<file path="config.mk">
export PLATFORM = sky130hd
export DESIGN_NAME = vga_timing_gen
export DESIGN_NICKNAME = d
export VERILOG_FILES = /design/src/rtl/vga_timing_gen.sv
export SDC_FILE = /design/constraint.sdc
export NUM_CORES = 1
export LEC_CHECK = 0
export CAP_MARGIN = 5
export CORE_ASPECT_RATIO = 0.75
export CORE_MARGIN = 4
export CORE_UTILIZATION = 56
export DETAILED_ROUTE_END_ITERATION = 12
export PLACE_DENSITY = 0.95
export SYNTH_ARGS = -nofsm -noshare
export SYNTH_HDL_FRONTEND = slang
export SYNTH_SLANG_ARGS = --single-unit
</file>
<file path="constraint.sdc">
create_clock -name clk -period 6.9 [get_ports clk]
set_input_delay 2.07 -clock clk [delete_from_list [all_inputs] [get_ports clk]]
set_output_delay 2.07 -clock clk [all_outputs]
set_load 0.01 [all_outputs]
</file>
<file path="src/rtl/vga_timing_gen.sv">
// rtl/vga_timing_gen.sv - free-running VGA raster timing generator
module vga_timing_gen #(
    parameter int H_ACTIVE = 640,
    parameter int H_FP     = 16,
    parameter int H_SYNC   = 96,
    parameter int H_BP     = 48,
    parameter int V_ACTIVE = 480,
    parameter int V_FP     = 10,
    parameter int V_SYNC   = 2,
    parameter int V_BP     = 33,
    parameter bit SYNC_POL = 1'b0
) (
    input  logic       clk,
    input  logic       reset,
    input  logic       pix_en,
    output logic [9:0] xcounter,
    output logic [9:0] ycounter,
    output logic       hsync,
    output logic       vsync,
    output logic       video_on,
    output logic       line_start,
    output logic       frame_start,
    output logic [7:0] frame_count,
    output logic [9:0] max_x,
    output logic [9:0] max_y
);

    localparam int H_TOTAL = H_ACTIVE + H_FP + H_SYNC + H_BP;
    localparam int V_TOTAL = V_ACTIVE + V_FP + V_SYNC + V_BP;

    localparam logic [9:0] H_LAST       = 10'(H_TOTAL - 1);
    localparam logic [9:0] H_FP_START   = 10'(H_ACTIVE);
    localparam logic [9:0] H_SYNC_START = 10'(H_ACTIVE + H_FP);
    localparam logic [9:0] H_BP_START   = 10'(H_ACTIVE + H_FP + H_SYNC);
    localparam logic [9:0] V_LAST       = 10'(V_TOTAL - 1);
    localparam logic [9:0] V_FP_START   = 10'(V_ACTIVE);
    localparam logic [9:0] V_SYNC_START = 10'(V_ACTIVE + V_FP);
    localparam logic [9:0] V_BP_START   = 10'(V_ACTIVE + V_FP + V_SYNC);

    generate
        if (H_TOTAL > 1024 || V_TOTAL > 1024) begin : g_size_check
            $error("vga_timing_gen: H_TOTAL/V_TOTAL exceed 10-bit counter range");
        end
    endgenerate

    typedef enum logic [1:0] {
        PH_ACTIVE,
        PH_FP,
        PH_SYNC,
        PH_BP
    } phase_t;

    phase_t     h_phase, v_phase, h_phase_nxt, v_phase_nxt;
    logic [9:0] x_nxt, y_nxt;
    logic       x_wrap, y_wrap;

    assign max_x = 10'(H_ACTIVE);
    assign max_y = 10'(V_ACTIVE);

    // Next-pixel values; only committed on pix_en edges so the
    // registered syncs line up with the counters they are decoded from.
    always_comb begin
        x_wrap      = (xcounter == H_LAST);
        y_wrap      = (ycounter == V_LAST);
        x_nxt       = x_wrap ? 10'd0 : xcounter + 10'd1;
        y_nxt       = ycounter;
        h_phase_nxt = h_phase;
        v_phase_nxt = v_phase;
        if (x_wrap) begin
            y_nxt = y_wrap ? 10'd0 : ycounter + 10'd1;
        end
        case (h_phase)
            PH_ACTIVE: if (x_nxt == H_FP_START)   h_phase_nxt = PH_FP;
            PH_FP:     if (x_nxt == H_SYNC_START) h_phase_nxt = PH_SYNC;
            PH_SYNC:   if (x_nxt == H_BP_START)   h_phase_nxt = PH_BP;
            PH_BP:     if (x_nxt == 10'd0)        h_phase_nxt = PH_ACTIVE;
        endcase
        if (x_wrap) begin
            case (v_phase)
                PH_ACTIVE: if (y_nxt == V_FP_START)   v_phase_nxt = PH_FP;
                PH_FP:     if (y_nxt == V_SYNC_START) v_phase_nxt = PH_SYNC;
                PH_SYNC:   if (y_nxt == V_BP_START)   v_phase_nxt = PH_BP;
                PH_BP:     if (y_nxt == 10'd0)        v_phase_nxt = PH_ACTIVE;
            endcase
        end
    end

    always_ff @(posedge clk) begin
        if (reset) begin
            xcounter    <= 10'd0;
            ycounter    <= 10'd0;
            h_phase     <= PH_ACTIVE;
            v_phase     <= PH_ACTIVE;
            hsync       <= ~SYNC_POL;
            vsync       <= ~SYNC_POL;
            video_on    <= 1'b1;
            line_start  <= 1'b0;
            frame_start <= 1'b0;
            frame_count <= 8'd0;
        end else if (pix_en) begin
            xcounter    <= x_nxt;
            ycounter    <= y_nxt;
            h_phase     <= h_phase_nxt;
            v_phase     <= v_phase_nxt;
            hsync       <= (h_phase_nxt == PH_SYNC) ? SYNC_POL : ~SYNC_POL;
            vsync       <= (v_phase_nxt == PH_SYNC) ? SYNC_POL : ~SYNC_POL;
            video_on    <= (h_phase_nxt == PH_ACTIVE) && (v_phase_nxt == PH_ACTIVE);
            line_start  <= x_wrap;
            frame_start <= x_wrap && y_wrap;
            if (x_wrap && y_wrap) begin
                frame_count <= frame_count + 8'd1;
            end
        end else begin
            line_start  <= 1'b0;
            frame_start <= 1'b0;
        end
    end

endmodule

</file>
======== After elaboration in Yosys (flattened, before gate mapping) ========
Index checks and enable logic that the tools add are counted.
storage, ports and cells
  memory bits (read-only) ................. 0
  bits in registers ....................... 37
  memories kept ........................... 0
  bits in writable memories ............... 0
  latch bits .............................. 0
cells by class
  multiply operators ...................... 0
  equal/unequal tests ..................... 16
  shift operators ......................... 0
  $lt $le $gt $ge ......................... 0
  bitwise gates (word level) .............. 1
  div/mod/pow operators ................... 0
  multiplexer cells ....................... 16
  reduce and logical (&&, ||, !) cells .... 10
  add/subtract/negate cells ............... 3
operators by type and width
  cell                                            count
  == test 10 bit, second input constant           5
  == test 10 x 9 -> 1 bit, second input constant  3
  2-to-1 mux 10 bit                               3
  adder 10 x 1 -> 10 bit, second input constant   2
  zero test 10 bit                                2
  2-to-1 mux 2 bit                                9
  one-hot mux 2 bit (4 select lines)              2
  == test 2 bit, second input constant            6
  adder 8 x 1 -> 8 bit, second input constant     1
  zero test 2 bit                                 4
  == test 2 x 1 -> 1 bit, second input constant   2
  logical AND 1 bit                               2
  2-to-1 mux 1 bit                                2
  AND reduction 2 bit                             1
  OR reduction 2 bit                              1
  NOT 1 bit                                       1

======== Depth between registers and ports, before layout ========
Gate-level depths: netlist (run 1).
  depth in word-level cells ............... 9
  mapped depth ............................ 11
  gate-level depth less buffers ........... 9

======== Worst setup path before layout (run 1) ========
No wires, ideal clock.
  kind .................................... input to register
  start ................................... input port pix_en
  end ..................................... register frame_count[6]
  cell stages on the path ................. 7
  slack ................................... 3.247 ns
  arrival time ............................ 3.583 ns
  library setup time ...................... 0.071 ns
  data required time ...................... 6.829 ns
  buffers on the path ..................... 1
  cells stage by stage .................... inv_2 -> or4_1 -> clkbuf_1 -> nor2_4 -> nand4_4 -> or3_1 -> a21oi_1
on the way
  longest elaborated chain between the ends .. 1
RTL lines
  item                                  line  text
  start, declared                       15    input logic pix_en,
  AND reduction 2 bit (no source line)  -
  end signal, assigned                  111   frame_count <= frame_count + 8'd1;
  end, declared                         23    output logic [7:0] frame_count,
No other way between the ends.
A chain may end at the register's enable or synchronous reset.

======== Worst setup path in the final report (run 1) ========
Same ends and word-level chain as after synthesis.

==> metrics, run 1 <==
Synth Flop Type=dfxtp_1; Peak supply drop=approximately 0.000098 V; Port Buffers=35; GRT overflow=0; Setup crit end=frame_count[6]; hold buffer count at cts=0; post-layout minimum cycle time=a little under 5000 ps; post-CTS setup repair buffer count=0; Max H-tree Level=2; post-synthesis register bit count=37; clock sinks=37; required time worst endpoint=a little over 7000 ps; Slew headroom=0.341; GP Congestion=approximately 0.93; Core Box Area=approximately 4500 sq um; worst flop-to-flop path endpoint=hsync; area growth from synthesis to layout=11.1%; Hold Fails Final Rpt=0; fill cell count=~390; Multi-input gate area=approximately 1700 sq um; Fmax=about 0.20 GHz; Initial Util=0.585; Inserted Clock Buffers=5; FF+latch area=741 sq um; DR WL/cell=15.7 microns; GRT busiest layer=met1; Final #Nets=about 360; Async S/R FF share, synth=0; dpl cell area=2860 sq um; critical register-to-register path startpoint=xcounter[0]; CTS tree=done; Unique masters post-synth=65; Vias/cell=6.16; FP Rows=21; DIE AREA=around 5900 sq um; kind of start point of the critical path=primary input; Chip Width=approximately 87 microns; Leakage=0.982 nW; unrepaired setup endpoints after global routing=false; first-pass GRT wire length=~10 mm; slew at the pin closest to its max-slew limit=983 ps; syn_area_per_cell=between 7 and 8 sq um; CTS clk-pin slew, worst paths=70 ps; status=finished clean; register area share after synthesis=0.280; Clock Skew=approximately 14 ps; complex-gate fraction of the synthesized area=0.202; Worst EP arrival=~5000 ps; ant diodes=0; Worst-Skew Late Latency=~300 ps; final instance area=~2900 sq um; Cells after Synth=341; reg2reg path depth=8; io pins=56; Critical Path End Type=register; slowest CP cell=clkdlybuf4s50_1; Max Slew Vio Count=0; DR DRC count=0; CTS Buffer Depth=2; post-synthesis xor/xnor area fraction=0.0695; Routed WL=~6.5 mm; Synth Warn #=0; largest fanout on the critical path=23; initial DRC count=320; Setup WS post-layout=between 1500 and 2000 ps; worst path cell trace=clkdlybuf4s50_1 -> inv_2 -> or4_1 -> nor2_4 -> nand4_4 -> or3_1 -> a21oi_1; number of global-route vias before repair=2086; CTS root buf=clkbuf_8; grt met1 use=0.337; pre-CTS setup slack=~1700 ps; antenna-violating nets left=0; hpwl dp=approximately 4.5 mm; multiplexer share of the synthesized area=0.0189; WHS=approximately 530 ps; Period Utilization, post-route=0.711; EDFF count, synth=0; initial antenna violation count=0; max-cap violations=0; worst reg2reg setup slack=roughly 3400 ps; crit path launch=pix_en; Synth Area in Adders=0.0189; Setup Total Neg Slack=0 ps; met2 usage=0.302; fraction of layout cells with a size suffix above 1=0.0674; largest family of logic cells by synthesized area=simple AND/OR/NAND/NOR gates; M3 GR Usage=0.0488; crit path kind=primary input to register; Pwr Density=roughly 140 nW/um^2; crit-path max cell delay=approximately 1000 ps; Syn Std Cell Area=2650 sq um; gr usage total=0.223; largest net degree at the start of global routing=38; Die Ht=a little under 70 microns; DR pass1 iterations=5; worst hold path class=register to register; Resized cells post-CTS=0; Synth Area in Simple Gates=0.287; vias=approximately 2500; # setup viols final=0
cells by family (layout without fill, tap and decap cells):
group           count (synthesis)  in the layout
mux                             5              5
compound gates                 80             80
buf+inv                        55             52
xor+xnor                       21             21
other cells                     2             20
flops                          37             37
simple gates                  137            137
fa+ha+maj                       4              4
registers in the layout (all words and copies together), names as in the netlist:
name,count
xcounter,10
hsync,1
vsync,1
frame_count,8
v_phase,2
ycounter,10
frame_start,1
h_phase,2
line_start,1
video_on,1
cell usage in the layout (no fill, tap or decap), drive strengths merged, types with 3 or more instances in the layout:
cell type and instances:
a21oi 22, inv 9, nor4 5, nor3b 3, and3 4, ha 4
nor3 14, or4 4, xnor2 10, a22oi 3, nor2 37, o21ai 16
dfxtp 37, a31oi 7, a211oi 7, nand2 24, conb 20, mux2i 5
clkdlybuf4s50 35, nand3 13, nand4 10, or3 7, clkbuf 6, xor2 11
synthesized netlist by cell type, drive strengths merged (2+ instances only):
master,count,share of area
or3b,2,0.0066
clkbuf,12,0.017
or4,4,0.011
a22oi,3,0.0085
or2,2,0.0047
dfxtp,37,0.28
inv,9,0.013
a211oi,7,0.020
a311oi,2,0.0066
conb,2,0.0028
nor2,37,0.055
o21ai,16,0.032
mux2i,5,0.019
nand2,24,0.035
nand4b,2,0.0066
nand3,13,0.025
ha,4,0.019
nor4,5,0.012
nor3b,3,0.0085
nor3,14,0.030
xor2,11,0.036
a41o,2,0.0076
xnor2,10,0.033
o21a,2,0.0057
a31oi,7,0.017
nand2b,2,0.0047
and4,2,0.0076
buf,34,0.091
a21o,2,0.0057
nor2b,2,0.0047
nand4,10,0.032
o31ai,2,0.0057
a21oi,22,0.043
and3,4,0.0095
o32ai,2,0.0066
or3,7,0.017
report_power, final:
group          leakage, nW  switching (W)  total (W)  internal, W
logic                0.641      0.0000201  0.0000329    0.0000128
clock network       0.0412      0.0000795   0.000149    0.0000699
registers            0.300     0.00000603   0.000223     0.000217
critical path, delay by kind of cell:
kind | cells | cell delay (ps)
AO/OA/AOI/OAI | 1 | 160
buffers and inverters | 2 | 1240
AND/OR/NAND/NOR | 4 | 1650
metal layers:
| layer | vias up | wire (microns) |
|---|---|---|
| met1 | 1162 | 3010 |
| met5 | - | 0 |
| met3 | 16 | 619 |
| met4 | 0 | 104 |
| met2 | 144 | 2750 |
| li1 | 1221 | - |
per-stage QoR:
stage           util  total power [W]  cells
2_1_floorplan      -         0.000257    359
3_3_place_gp   0.632         0.000259    406
3_5_place_dp   0.632         0.000260    406
4_1_cts        0.650         0.000407    413
5_1_grt        0.650         0.000419    413
6_report       0.650         0.000405    413
final cells by class:
class,instances,share of cell area
multi-input combinational,267,0.563
clock buffer,6,0.0247
tap,57,0.0243
clock inverter,1,0.00298
sequential,37,0.252
timing repair buffer,36,0.122
inverter,9,0.0115
how the worst min path moves through the flow:
stage	startpoint	end	slack (ps)	cells past startpoint
6_report	frame_count[5]	frame_count[5]	530	2
3_3_place_gp	frame_count[6]	frame_count[6]	490	2
4_1_cts	frame_count[5]	frame_count[5]	530	2
5_1_grt	frame_count[5]	frame_count[5]	560	2
2_1_floorplan	h_phase[0]	h_phase[0]	490	2
3_5_place_dp	frame_count[5]	frame_count[5]	510	2
Note: power is estimated with default switching activity, not from simulation.
==> run 2: changes to the inputs <==
--- a/config.mk
+++ b/config.mk
@@ -8,9 +8,9 @@
 export CAP_MARGIN = 5
 export CORE_ASPECT_RATIO = 0.75
 export CORE_MARGIN = 4
-export CORE_UTILIZATION = 56
+export CORE_UTILIZATION = 52
 export DETAILED_ROUTE_END_ITERATION = 12
-export PLACE_DENSITY = 0.95
+export PLACE_DENSITY = 0.91
 export SYNTH_ARGS = -nofsm -noshare
 export SYNTH_HDL_FRONTEND = slang
 export SYNTH_SLANG_ARGS = --single-unit
==> constraint.sdc (replaced) <==
create_clock -name clk -period 4.9 [get_ports clk]
set_input_delay 1.47 -clock clk [delete_from_list [all_inputs] [get_ports clk]]
set_output_delay 1.47 -clock clk [all_outputs]
set_load 0.01 [all_outputs]
==> metrics, run 2 (synthesized netlist as in run 1, its figures left out) <==
Pint=0.000451 W (+51%); DR DRC count=0 (unchanged); final instance area=2980 sq um (+1.3%); area growth from synthesis to layout=12.5%; ant diodes=0 (unchanged); required time worst endpoint=5070 ps (-2050 ps); largest net degree at the start of global routing=38 (unchanged); Slew headroom=0.600 (+0.259); DR pass1 iterations=5 (unchanged); CTS clk-pin slew, worst paths=70 ps (about the same); post-CTS setup repair buffer count=0 (unchanged); worst flop-to-flop path endpoint=frame_count[7]; max-cap violations=0 (unchanged); Clk pwr share=0.396 (+0.027); vias=2574 (+1.2%); worst reg2reg setup slack=1960 ps (-1450 ps); # setup viols final=0 (unchanged); Inserted Clock Buffers=5 (unchanged); crit path kind=primary input to register; CTS tree=done; largest fanout on the critical path=15 (-35%); switch share=0.247 (-0.0134); Max Slew Vio Count=0 (unchanged); Routed WL=6.44 mm (-0.79%); reg2reg path depth=8 (unchanged); Critical Path End Type=register; GRT overflow=0 (unchanged); Clock Skew=6.58 ps (-7.75 ps); status=finished clean; Seq pwr share=0.524 (-0.026); post-layout minimum cycle time=between 3000 and 4000 ps; commonest non-fill, non-tap cells in the layout=37 x dfxtp_1, 36 x nor2_1, 35 x clkdlybuf4s50_1; Pwr Density=201 nW/um^2 (+46%); total power=0.000599 W (+48%); antenna-violating nets left=0 (unchanged); Die Ht=69.8 microns (+3.3%); unrepaired setup endpoints after global routing=false; Worst path top cell family by delay=simple AND/OR/NAND/NOR gates; Setup crit end=frame_count[7]; Core Box Area=4900 sq um (+8.4%); Comb pwr share=0.080 (about the same); commonest non-fill, non-tap cell in the layout=dfxtp_1; Resized cells post-CTS=0 (unchanged); Switch Pwr=0.000148 W (+40%); Worst EP arrival=3820 ps (-1310 ps); CTS Buffer Depth=2 (unchanged); hold path start=frame_count[5]; Vias/cell=6.14 (-0.23%); fraction of layout cells with a size suffix above 1=0.0780 (+0.0106); Top Registers=xcounter x10, ycounter x10, frame_count x8; Multi-input gate area=1650 sq um (unchanged); Peak supply drop=0.000142 V (+45%); CP Depth=8 (+1); WHS=528 ps (+1.32 ps); worst hold path class=register to register; dpl cell area=2880 sq um (+0.66%); CTS root buf=clkbuf_8; FF+latch area=741 sq um (unchanged); FP Rows=22 (+4.8%); crit path launch=pix_en; hold buffer count at cts=0 (unchanged); Final #Nets=365 (+0.55%); critical register-to-register path startpoint=xcounter[0]; Hold Fails Final Rpt=0 (unchanged); initial antenna violation count=0 (unchanged); WP buf/inv=2 (unchanged); Leakage=1.00 nW (+2.4%); first-pass GRT wire length=10.6 mm (+2.1%); io pins=56 (unchanged); slew at the pin closest to its max-slew limit=599 ps (-384 ps); fill cell count=438 (+13%); slowest CP cell=or4_1; Period Utilization, post-route=0.745; GP Congestion=0.947 (+2.2%); Chip Width=90.4 microns (+3.4%); Worst-Skew Late Latency=290 ps (about the same); worst path cell trace=clkdlybuf4s50_1 -> inv_2 -> or4_1 -> nor2_4 -> nand4_4 -> nor3_1 -> xnor2_1 -> nor2_1; Setup Total Neg Slack=0 ps (unchanged); initial DRC count=350 (+9.4%); Port Buffers=35 (unchanged); DIE AREA=6300 sq um (+6.9%); Fmax=around 0.27 GHz; clock sinks=37 (unchanged); Final Util=0.608 (-0.0425); kind of start point of the critical path=primary input; hpwl dp=4.52 mm (+1.5%); crit-path max cell delay=810 ps (-220 ps); DR WL/cell=15.4 microns (-2.2%); gr usage total=0.200 (-0.0226); Initial Util=0.540 (-0.0454); number of global-route vias before repair=2136 (+2.4%); Max H-tree Level=2 (unchanged)
## run 2: through the flow
stage | instances | setup slack, ps
after floorplan | 359 | 1850
after global placement | 411 | 1050
after detailed placement | 411 | 932
after CTS | 419 | 1240
after global routing | 419 | 1030
final | 419 | 1250
## run 2: final cells by class
type | instances | area share
multi-input cells | 267 | 0.555
flip-flops and latches | 37 | 0.249
repair buffers | 38 | 0.125
clock buffers | 7 | 0.0324
well taps | 60 | 0.0252
inverters | 9 | 0.0113
clock inverters | 1 | 0.00168
## run 2: metal layers
metal / global-route usage / vias to the layer above / routed length, microns
met4: 0.0628 / 0 / 81
met2: 0.282 / 144 / 2800
met3: 0.0369 / 10 / 589
met1: 0.303 / 1186 / 2970
met5: 0 / - / 0
li1: - / 1234 / -
## run 2: how the worst min path moves through the flow
stage / end / slack (ps) / cells after the start
global placement: frame_count[6] / 480 / 2
floorplan: h_phase[0] / 490 / 2
detailed placement: frame_count[5] / 510 / 2
CTS: frame_count[5] / 520 / 2
finish: frame_count[5] / 530 / 2
global route: frame_count[6] / 560 / 2
## run 2: power by group through the flow
stage	Clock, W	Combinational [W]	Sequential (W)
5_1_grt	0.000250	0.0000523	0.000315
3_3_place_gp	0	0.0000456	0.000320
3_5_place_dp	0	0.0000470	0.000320
4_1_cts	0.000241	0.0000473	0.000313
6_report	0.000237	0.0000480	0.000314
2_1_floorplan	0	0.0000430	0.000319
## run 2: worst register-to-register path: cells and delay by family (launching register included)
| family | cells | cell delay [ps] |
|---|---|---|
| and+or+nand+nor | 6 | 1890 |
| adders and majority gates | 1 | 310 |
| xor gates and xnor gates | 1 | 160 |
| DFF | 1 | 450 |
==> patch (settings of run 2) <==
Make the reset (`reset`) asynchronous in one clocked block.
--- a/src/rtl/vga_timing_gen.sv
+++ b/src/rtl/vga_timing_gen.sv
@@ -86,5 +86,5 @@
     end
 
-    always_ff @(posedge clk) begin
+    always_ff @(posedge clk or posedge reset) begin
         if (reset) begin
             xcounter    <= 10'd0;
Check against the original RTL: differs if reset is asserted again (counterexample within 4 cycles, from zero or initial values and one cycle with reset high); with reset held inactive, the same outputs for 10 cycles.
==> patch against run 2 <==
Sequential share of layout area increased by 4.8 points. Count of clock-buffer cells in the layout shrank 2. Synthesized area rose by 3.5%. Clock skew about the same. Final area rose by 5.3%. Routed wire length rose by 0.48%. Sequential cell count unchanged. Critical endpoint is now frame_count[7]$_DFFE_PP0P_. Non-clock buffer count fell by 1. Utilization rose by 2.2 points. Setup slack gained 0.14 ns.
Power is not compared: it rests on default switching activity, and its combinational part moved more than twofold at a synthesized area within 25%.
==> patch: results (changes against run 2) <==
[yosys]
ys_async_sr_fraction_pct=100  ; +100 points
synth_cell_types=76  ; +17%
ys_top_cells_by_count=34 x dfrtp_1, 31 x nand2_1, 25 x buf_4, 18 x o21ai_0, 17 x nor2_1
synth-compound-area-share_pct=19.4  ; -0.83 points
synthAdderAreaFrac_pct=1.83  ; -0.065 points
synth_area_leaders=dfrtp_1 31%, buf_4 6.9%, nand2_1 4.2%, o21ai_0 3.3%, xnor2_1 3.2%
yosys-mux-area-fraction_pct=2.42  ; +0.53 points
synth_xor_area_share_pct=5.12  ; -1.8 points
syn_avg_cell_area_um2=8.81  ; +14%

[layout]
nNetsFinal=342  ; -6.3%
drive_above_1_share_pct=10.7  ; +2.9 points
nFillCells=426  ; -2.7%

[route]
first_pass_iters=6  ; +1
vias_per_cell=6.08  ; -1.1%
drt_iter0_markers=413  ; +18%
routedWlPerCell_um=15.9  ; +3.2%

[setup_path]
critPathLaunch=pix_en
reg2reg_depth=9  ; +1
r2r_slack_ns=2.01  ; +0.05 ns
reg2reg_from=ycounter[0]$_DFFE_PP0P_
crit_arrival_ns=3.70  ; -0.12 ns
setup.worst_path.end=frame_count[7]$_DFFE_PP0P_

[timing]
skew_ns=0.00692  ; +0.000345 ns
slew_headroom_pct=39.9  ; -20 points

[run_status]
status=completed

[placement]
dp_hpwl_mm=4.68  ; +3.5%
gp_congestion=0.980  ; +3.5%

[min_path]
min_to=frame_count[7]$_DFFE_PP0P_

[grt]
grt_pass1_wl_mm=10.7  ; +1.7%
first_global_vias=2260  ; +5.8%

==> patch: kinds of logic (layout without fill, tap and decap cells) <==
| kind of cell | count (synthesis) | count (layout) |
|---|---|---|
| simple gates | 119 | 119 |
| compound gates | 78 | 78 |
| buf+inv | 49 | 56 |
| flops | 37 | 37 |
| xor+xnor | 16 | 16 |
| mux | 6 | 6 |
| fa+ha+maj | 4 | 4 |
| other cells | 2 | 20 |
==> patch: stage by stage <==
| step | instance area (um2) | hold WS (ns) | utilization [%] |
|---|---|---|---|
| detailed placement | 3000 | 0.469 | 60.2 |
| global route | 3140 | 0.514 | 62.9 |
| finish | 3140 | 0.477 | 62.9 |
| CTS | 3140 | 0.480 | 62.9 |
| global placement | 3000 | 0.465 | 60.2 |
| floorplan | 2810 | 0.477 | - |
==> patch: cell type report <==
type                       count  area share, %
clock buffer                   5           2.19
clock inverter                 3           2.19
inverter                      11           1.32
multi-input combinational    243           50.1
sequential                    37           29.6
tap                           72           2.87
timing repair buffer          37           11.7
==> patch: per-layer routing <==
layer	vias to the layer above	part of all wire (%)	GRT usage, %	routed length [um]
li1	1149	-	-	-
met1	1153	43	28.4	2770
met2	165	44	29.8	2860
met3	13	12	5.42	759
met4	0	1.3	6.43	87
met5	-	0	0	0
==> patch: critical path, stage by stage <==
cell	delay [ns]
clkdlybuf4s50_1	0.45
buf_4	0.22
nand4_1	0.41
nor2_1	0.53
nand3_1	0.13
nor2_1	0.21
nand3_1	0.14
xnor2_1	0.14
==> patch: where the power goes <==
group	leakage (nW)	total, mW	internal [mW]	switching [mW]
Combinational	0.709	0.267	0.134	0.134
Clock	0.0687	0.325	0.205	0.120
Sequential	0.473	0.414	0.344	0.0696
Total	1.25	1.01	0.683	0.323
